==> src/rtl/event_mod_counter_pkg.sv <==
// Shared definitions for the multi-channel modulo-N event counter:
// operating-mode constants and the per-channel state encoding.
package event_mod_counter_pkg;

  localparam logic MODE_WRAP    = 1'b0;
  localparam logic MODE_ONESHOT = 1'b1;

  typedef enum logic {
    ST_RUN  = 1'b0,
    ST_HALT = 1'b1
  } ch_state_e;

endpackage

==> src/rtl/event_mod_counter_ch.sv <==
// One counter channel: RUN/HALT state, modulo count, registered terminal
// flag and one-shot done level.
module event_mod_counter_ch
  import event_mod_counter_pkg::*;
#(
  parameter int unsigned CNT_W = 2
) (
  input  logic             clk,
  input  logic             rst,
  input  logic             data,
  input  logic             clr,
  input  logic             mode,
  input  logic [CNT_W-1:0] mod_q,
  output logic [CNT_W-1:0] cnt,
  output logic             flag,
  output logic             done
);

  ch_state_e        state_r, state_s;
  logic [CNT_W-1:0] cnt_r, cnt_s;
  logic             flag_r, flag_s;
  logic             done_r, done_s;

  // State, count, flag and done registers.
  always_ff @(posedge clk or negedge rst) begin
    if (!rst) begin
      state_r <= ST_RUN;
      cnt_r   <= '0;
      flag_r  <= 1'b0;
      done_r  <= 1'b0;
    end else begin
      state_r <= state_s;
      cnt_r   <= cnt_s;
      flag_r  <= flag_s;
      done_r  <= done_s;
    end
  end

  // Next-state logic; clear outranks any event evaluation.
  always_comb begin
    state_s = state_r;
    cnt_s   = cnt_r;
    flag_s  = 1'b0;
    done_s  = done_r;
    if (clr) begin
      state_s = ST_RUN;
      cnt_s   = '0;
      done_s  = 1'b0;
    end else begin
      case (state_r)
        ST_RUN: begin
          if (data) begin
            // >= so that lowering mod_q below a live count makes the next event terminal
            if (cnt_r >= mod_q) begin
              flag_s = 1'b1;
              if (mode == MODE_ONESHOT) begin
                state_s = ST_HALT;
                done_s  = 1'b1;
              end else begin
                cnt_s = '0;
              end
            end else begin
              cnt_s = cnt_r + CNT_W'(1);
            end
          end else begin
            cnt_s = cnt_r;
          end
        end
        ST_HALT: begin
          if (mode == MODE_WRAP) begin
            state_s = ST_RUN;
            cnt_s   = '0;
            done_s  = 1'b0;
          end else begin
            done_s = 1'b1;
          end
        end
        default: begin
          state_s = ST_RUN;
          cnt_s   = '0;
          done_s  = 1'b0;
        end
      endcase
    end
  end

  assign cnt  = cnt_r;
  assign flag = flag_r;
  assign done = done_r;

endmodule

==> src/rtl/event_mod_counter.sv <==
// Multi-channel modulo-N event counter: owns the shared terminal-count
// register and instantiates one independent channel per event strobe.
module event_mod_counter
  import event_mod_counter_pkg::*;
#(
  parameter int unsigned NUM_CH  = 4,
  parameter int unsigned CNT_W   = 2,
  parameter int unsigned DEF_MOD = 3
) (
  input  logic                    clk,
  input  logic                    rst,
  input  logic [NUM_CH-1:0]       data,
  input  logic                    clr,
  input  logic                    cfg_ld,
  input  logic [CNT_W-1:0]        mod_val,
  input  logic                    mode,
  output logic [NUM_CH*CNT_W-1:0] cnt,
  output logic [NUM_CH-1:0]       flag,
  output logic [NUM_CH-1:0]       done
);

  logic [CNT_W-1:0] mod_q;

  // Shared terminal count; a load only affects events from the next cycle on.
  always_ff @(posedge clk or negedge rst) begin
    if (!rst) begin
      mod_q <= CNT_W'(DEF_MOD);
    end else if (cfg_ld) begin
      mod_q <= mod_val;
    end else begin
      mod_q <= mod_q;
    end
  end

  for (genvar i = 0; i < NUM_CH; i++) begin : g_ch
    event_mod_counter_ch #(
      .CNT_W (CNT_W)
    ) u_ch (
      .clk   (clk),
      .rst   (rst),
      .data  (data[i]),
      .clr   (clr),
      .mode  (mode),
      .mod_q (mod_q),
      .cnt   (cnt[i*CNT_W +: CNT_W]),
      .flag  (flag[i]),
      .done  (done[i])
    );
  end

endmodule

==> config.mk <==
export PLATFORM = sky130hd
export DESIGN_NAME = event_mod_counter
export DESIGN_NICKNAME = d
export VERILOG_FILES = /design/src/rtl/event_mod_counter_pkg.sv /design/src/rtl/event_mod_counter_ch.sv /design/src/rtl/event_mod_counter.sv
export SDC_FILE = /design/constraint.sdc
export NUM_CORES = 1
export LEC_CHECK = 0
export BUFFER_PORTS_ARGS = -buffer_cell sky130_fd_sc_hd__buf_2
export CAP_MARGIN = 20
export CORE_MARGIN = 2
export CORE_UTILIZATION = 53
export DETAILED_ROUTE_END_ITERATION = 8
export HOLD_SLACK_MARGIN = 0.02
export PLACE_DENSITY = 0.78
export SLEW_MARGIN = 20
export SYNTH_ARGS = -nofsm -noshare
export SYNTH_HDL_FRONTEND = slang
export SYNTH_HIERARCHICAL = 1
export SYNTH_SLANG_ARGS = --single-unit
==> constraint.sdc <==
create_clock -name clk -period 2.4 [get_ports clk]
set_input_delay 0.24 -clock clk [delete_from_list [all_inputs] [get_ports clk]]
set_output_delay 0.24 -clock clk [all_outputs]
set_load 0.05 [all_outputs]
==> results by group, run 1 <==
Outcome
  – Status: completed

Synthesis
  – Synthesized area: 1271 um^2
  – Syn Area/Cell: 10.25 um^2
  – Most common cell in the netlist: dfrtp_1
  – Post-synthesis sequential area ratio: 0.4350
  – Syn_nets: 143
  – Largest area contributor in the netlist: dfrtp_1
  – Cell variety after synth: 23
  – Post-synth ARST share: 1.000
  – Primary FF master, synth: dfrtp_1
  – Post-synthesis register bit count: 22
  – Number of synthesized flops with an enable pin: 0
  – Mapped Cells: 124
  – Cells taking the most area after synthesis: dfrtp_1 (39%), ha_1 (7.9%), nand2b_4 (4.3%)
  – Commonest cells post-synth: dfrtp_1 (20), inv_1 (12), a21oi_1 (8), ha_1 (8), nand3_1 (8)
  – Ys Warns: 6
  – Synth top area share: 0.3937

Die
  – Die width: 52.98 um
  – Die area: 2806 um^2
  – Ports: 27
  – Row count: 17
  – Die height: 52.98 um
  – Core Area: 2233 um^2
  – Starting Density: 0.5692

Finish
  – Design area: 1469 um^2
  – End-of-flow core utilization: 0.6577
  – Layout cells sized above 1: 0.2662
  – Diodes inserted: 0
  – Layout Nets: 175
  – Area Overhead vs Synth: 15.55%

Route
  – Via density: 5.940
  – Antenna-violating nets left: 0
  – Drt drc: 0
  – WL final: 2618 um
  – Drt initial violations: 11
  – DR vias: 1,081
  – 1st-pass router iterations: 4
  – Post-DR wirelength/cell: 14.38 um

Timing
  – Max Clock Skew: 6.866 ps
  – Crit share post-route: 0.8160
  – Fmax: 510.6 MHz
  – Hold Fails Final Rpt: 0
  – Final Setup Violations: 0
  – Worst slew margin: 0.6498
  – Max Slew Vio Count: 0
  – RSZ-0062 raised after global routing: false
  – Worst slew pin tran: 525.4 ps
  – Fin Setup TNS: 0 ps
  – Fin crit period: 1958 ps

Placed design
  – PortBufs: 26
  – Post-DP HPWL: 1936 um
  – RD Place Congestion: 0.8486
  – Placed Area: 1436 um^2

Power and ir drop
  – Leak pwr: 0.7507 nW
  – Pwr Density: 1200 nW/um^2
  – Power Total: 0.001763 W
  – Worst vdd ir: 872.7 uV

Setup path
  – Crit Path Category: register to register
  – CP Capture Type: register
  – FF-to-FF setup slack: 440 ps
  – Data arrival time of the worst path: 2150 ps
  – Critical Path Start Type: register
  – R2r worst-path depth: 5
  – Max incr delay on CP: 600 ps
  – CP max stage cell: dfstp_2
  – Reg-to-Reg End: g_ch[2].u_ch/cnt[1]
  – Reg2reg start: mod_q[0]
  – Setup crit start: mod_q[0]
  – Worst Path Max Fanout: 5
  – Cell breakdown of the critical path: ha_1, nand2b_4, a211o_1, and3_1, or3_1
  – Required @ worst endpoint: 2590 ps

GRT
  – Initial antenna violation count: 0
  – Vias in the first global route: 1,122
  – First-pass GRT wire length: 4643 um
  – GRT Resource Usage Total: 0.2222
  – Pin count of the biggest net entering global routing: 29
  – Gr ovfl total: 0

Clock network
  – Clock transition at path regs: 120 ps
  – Worst-skew pair later-pin latency: 300 ps
  – CTS sink count: 22
  – H-tree levels: 1
  – CTS Buf Count: 3
  – CTS tree: built
  – Post-CTS Setup Inserts: 0
  – Clock Path Buffers: 2
  – CTS root buffer: clkbuf_4

Worst hold path
  – Hold_sp: mod_val[1]
  – Worst hold path depth: 2
  – Worst hold path class: input pin to register
  – Hold Path Sink: mod_q[1]

Job
  – Max Cap Viol: 0
## area by class of cell
class / count / area (um^2)
multi-input combinational: 90 / 673.1
sequential: 22 / 553.0
tap: 28 / 35.03
timing repair buffer: 27 / 140.1
clock buffer: 3 / 22.52
inverter: 12 / 45.04
fill: 201 / 764.5
## cells in the final DEF (no fill, tap or decap)
| master | Yosys | layout |
|---|---|---|
| a21oi_1 | 8 | 8 |
| or3_1 | 4 | 4 |
| buf_2 | 0 | 26 |
| nor4b_1 | 4 | 4 |
| a32o_1 | 4 | 4 |
| nor3_2 | 4 | 4 |
| a211oi_1 | 4 | 4 |
| nand2_1 | 4 | 4 |
| clkbuf_4 | 0 | 3 |
| a21boi_0 | 4 | 4 |
| or4_1 | 4 | 4 |
| mux2_2 | 2 | 2 |
| dfstp_2 | 2 | 2 |
| nor4_1 | 4 | 4 |
| ha_1 | 8 | 8 |
| nor2b_1 | 4 | 4 |
| a211o_1 | 4 | 4 |
| nor3_1 | 4 | 4 |
| dfrtp_1 | 20 | 20 |
| dlygate4sd3_1 | 0 | 1 |
| nand2b_1 | 4 | 4 |
| nand3_1 | 8 | 8 |
| inv_1 | 12 | 12 |
| and3_1 | 4 | 4 |
| nand2b_4 | 4 | 4 |
| nor2_1 | 4 | 4 |
## state kept, by name (all words and copies together), names as in the netlist
register	count
g_ch.u_ch/cnt	8
g_ch.u_ch/done	4
g_ch.u_ch/flag	4
g_ch.u_ch/state_r	4
mod_q	2
## kinds of logic (layout without fill, tap and decap cells)
logic type	Yosys count	after routing	share of synthesized area
AOI/OAI and AO/OA	24	24	0.1378
adders and majority gates	8	8	0.07874
buffers and inverters	12	42	0.03543
DFF	22	22	0.4350
muxes	2	2	0.01772
and+or+nand+nor	56	56	0.2953
## metal layers
metal | track usage | share of wire | wire length [um]
met4 | 0.09402 | 0.017 | 44
met5 | 0 | 0 | 0
met3 | 0.03107 | 0.042 | 109
met2 | 0.3958 | 0.50 | 1299
met1 | 0.2643 | 0.44 | 1164
## power by group
group / switching [W] / total (W) / internal (W)
Combinational: 0.000640 / 0.000993 / 0.000353
Sequential: 0.000128 / 0.000603 / 0.000476
Clock: 0.000108 / 0.000166 / 0.0000585
## per-stage QoR
step                instances  setup WS, ps  hold slack [ps]
floorplan                 124         229.4           -55.59
global placement          178         496.7            229.1
detailed placement        178         445.2            239.4
CTS                       182         431.9            160.2
global route              182         359.8            160.7
finish                    182         441.7            165.9
## worst max-delay path by stage
stage	endpoint	cells past startpoint
finish	g_ch[2].u_ch/cnt[1]	5
global route	g_ch[2].u_ch/cnt[1]	6
CTS	g_ch[1].u_ch/cnt[1]	5
detailed placement	g_ch[3].u_ch/cnt[1]	5
global placement	g_ch[2].u_ch/cnt[1]	5
floorplan	g_ch[0].u_ch/cnt[1]	6
## worst max-delay path, delay by kind of cell (launching register included)
| family | cells | cell delay, ps |
|---|---|---|
| adder cells (fa/ha/maj) | 1 | 240 |
| flip-flops | 1 | 600 |
| AND/OR/NAND/NOR | 3 | 690 |
| AO/OA/AOI/OAI | 1 | 330 |
## what timing repair did
item                      4_1_cts  5_1_grt
hold buffers                    1        0
resized for setup               0        0
hold endpoints to repair       20        0
Power figures use the tool's default switching activity.
==> run 2, diff against run 1 <==
==> constraint.sdc (replaced) <==
create_clock -name clk -period 1.9 [get_ports clk]
set_input_delay 0.19 -clock clk [delete_from_list [all_inputs] [get_ports clk]]
set_output_delay 0.19 -clock clk [all_outputs]
set_load 0.05 [all_outputs]
==> run 2 against run 1 <==
The run now ends with negative setup slack left; via count is 0.93% higher; critical path type unchanged; clock power is 56% higher; clock-buffer cell count increased by 1; worst setup slack got worse by 480 ps; fmax rose by 0.85%; utilization is 4.0 points higher; routed wire length is essentially flat; die area is the same; sequential cell count stayed put; register-to-register slack worse by 480 ps; non-clock buffer count rose by 3.
==> results by group, run 2 (same netlist as run 1, synthesis figures left out) <==
Timing
  – Worst slew pin tran: 501.6 ps
  – Worst slew margin: 0.6656
  – Final Setup Violations: 5
  – RSZ-0062 raised after global routing: true
  – Fmax: 515.0 MHz
  – Worst setup margin: -41.84 ps
  – Max Slew Vio Count: 0
  – Crit share post-route: 1.022
  – Fin crit period: 1942 ps
  – Max Clock Skew: 4.271 ps
  – Hold Fails Final Rpt: 0

Route
  – DR vias: 1,091
  – Post-DR wirelength/cell: 14.07 um
  – Via density: 5.866
  – Drt initial violations: 27
  – WL final: 2617 um
  – 1st-pass router iterations: 4
  – Drt drc: 0
  – Antenna-violating nets left: 0

Setup path
  – Required @ worst endpoint: 2100 ps
  – Data arrival time of the worst path: 2140 ps
  – Critical Path Start Type: register
  – Crit Path Category: register to register
  – Worst Path Max Fanout: 5
  – CP Capture Type: register

GRT
  – Vias in the first global route: 1,034
  – Initial antenna violation count: 0
  – First-pass GRT wire length: 4298 um
  – GRT Resource Usage Total: 0.2074
  – Pin count of the biggest net entering global routing: 29
  – Gr ovfl total: 0

Outcome
  – Violations in the final reports: negative setup slack
  – Status: complete, but fails checks

Finish
  – Diodes inserted: 0
  – Max FFs per register: 8
  – Layout Nets: 178
  – Most frequent cells in the layout: buf_2 (26), dfrtp_1 (12)
  – Layout cells sized above 1: 0.3861
  – Design area: 1558 um^2
  – End-of-flow core utilization: 0.6975
  – Most common cell after layout, fill and taps aside: buf_2
  – Area Overhead vs Synth: 22.54%

Power and ir drop
  – Power Total: 0.002409 W
  – Leak pwr: 0.7574 nW
  – Worst vdd ir: 991.0 uV
  – Pwr Density: 1547 nW/um^2

Die
  – Ports: 27
  – Row count: 17
  – Die area: 2806 um^2
  – Core Area: 2233 um^2
  – Die height: 52.98 um
  – Starting Density: 0.5692
  – Die width: 52.98 um

Clock network
  – Worst-skew pair later-pin latency: 300 ps
  – H-tree levels: 1
  – CTS sink count: 22
  – CTS tree: built
  – Clock transition at path regs: 130 ps
  – CTS root buffer: clkbuf_4
  – Clock Path Buffers: 2
  – CTS Buf Count: 3

Placed design
  – Placed Area: 1486 um^2
  – RD Place Congestion: 0.8008
  – Post-DP HPWL: 1879 um
  – PortBufs: 26

Worst hold path
  – Worst hold path class: input pin to register

Job
  – Max Cap Viol: 0
run 2: cell count changes in the layout (fill, tap and decap cells not counted):
| cell | change |
|---|---|
| dfrtp_1 | -8 |
| dfrtp_2 | +8 |
| inv_1 | -4 |
| inv_2 | +4 |
| buf_4 | +3 |
| ha_1 | -3 |
| ha_4 | +3 |
| and3_1 | -1 |
| and3_4 | +1 |
| clkbuf_8 | +1 |
run 2: critical path, cell delays in order, from the launching register on:
cell and delay, ps:
dfstp_2 630, ha_1 250, nand2b_4 140, a211o_1 280, and3_1 170, or3_1 360
run 2: final cells by class:
cell class,instances,area [um^2]
multi-input cells,90,715.7
fillers,177,675.6
flip-flops and latches,22,563.0
repair buffers,30,162.7
inverters,12,45.04
clock buffers,4,36.28
well taps,28,35.03
run 2: repair_timing:
item,in CTS,in global routing
setup endpoints to repair,8,8
endpoints found under the hold margin,20,0
setup buffers,1,0
hold buffers,1,0
pin swaps,10,4
resized for setup,0,2
run 2: final timing paths:
kind | from | to | slack [ps] | cells past startpoint
max | mod_q[0] | g_ch[3].u_ch/cnt[1] | -40 | 5
min | mod_val[1] | mod_q[1] | 120 | 2
max reg2reg | mod_q[0] | g_ch[3].u_ch/cnt[1] | -40 | 5
min reg2reg | g_ch[3].u_ch/state_r | g_ch[3].u_ch/flag | 550 | 1
max in group asynchronous | rst | g_ch[0].u_ch/cnt[0] | 1180 | 2
min in group asynchronous | rst | g_ch[1].u_ch/state_r | 370 | 2
run 2: power breakdown:
part	internal, W	leakage, nW	switching, W
Sequential	0.000618	0.279	0.000178
Clock	0.000117	0.0210	0.000142
Combinational	0.000527	0.457	0.000828
run 2: per-stage QoR:
stage                     TNS [ps]  setup slack [ps]  std cells  hold WS [ps]
after global placement      -8.263            -8.263        180         177.0
after detailed placement    -145.3            -57.48        180         183.5
after floorplan             -9.977            -4.989        124        -105.6
after CTS                   -316.6            -61.77        186         98.94
final                       -168.3            -41.84        186         116.4
after global routing        -527.4            -105.3        186         109.1
run 2: layer usage:
layer / up-vias / share of wire / global-route usage
li1: 529 / - / -
met1: 532 / 0.47 / 0.2796
met2: 26 / 0.48 / 0.3417
met3: 4 / 0.039 / 0.02825
met4: 0 / 0.0088 / 0.06838
met5: - / 0 / 0
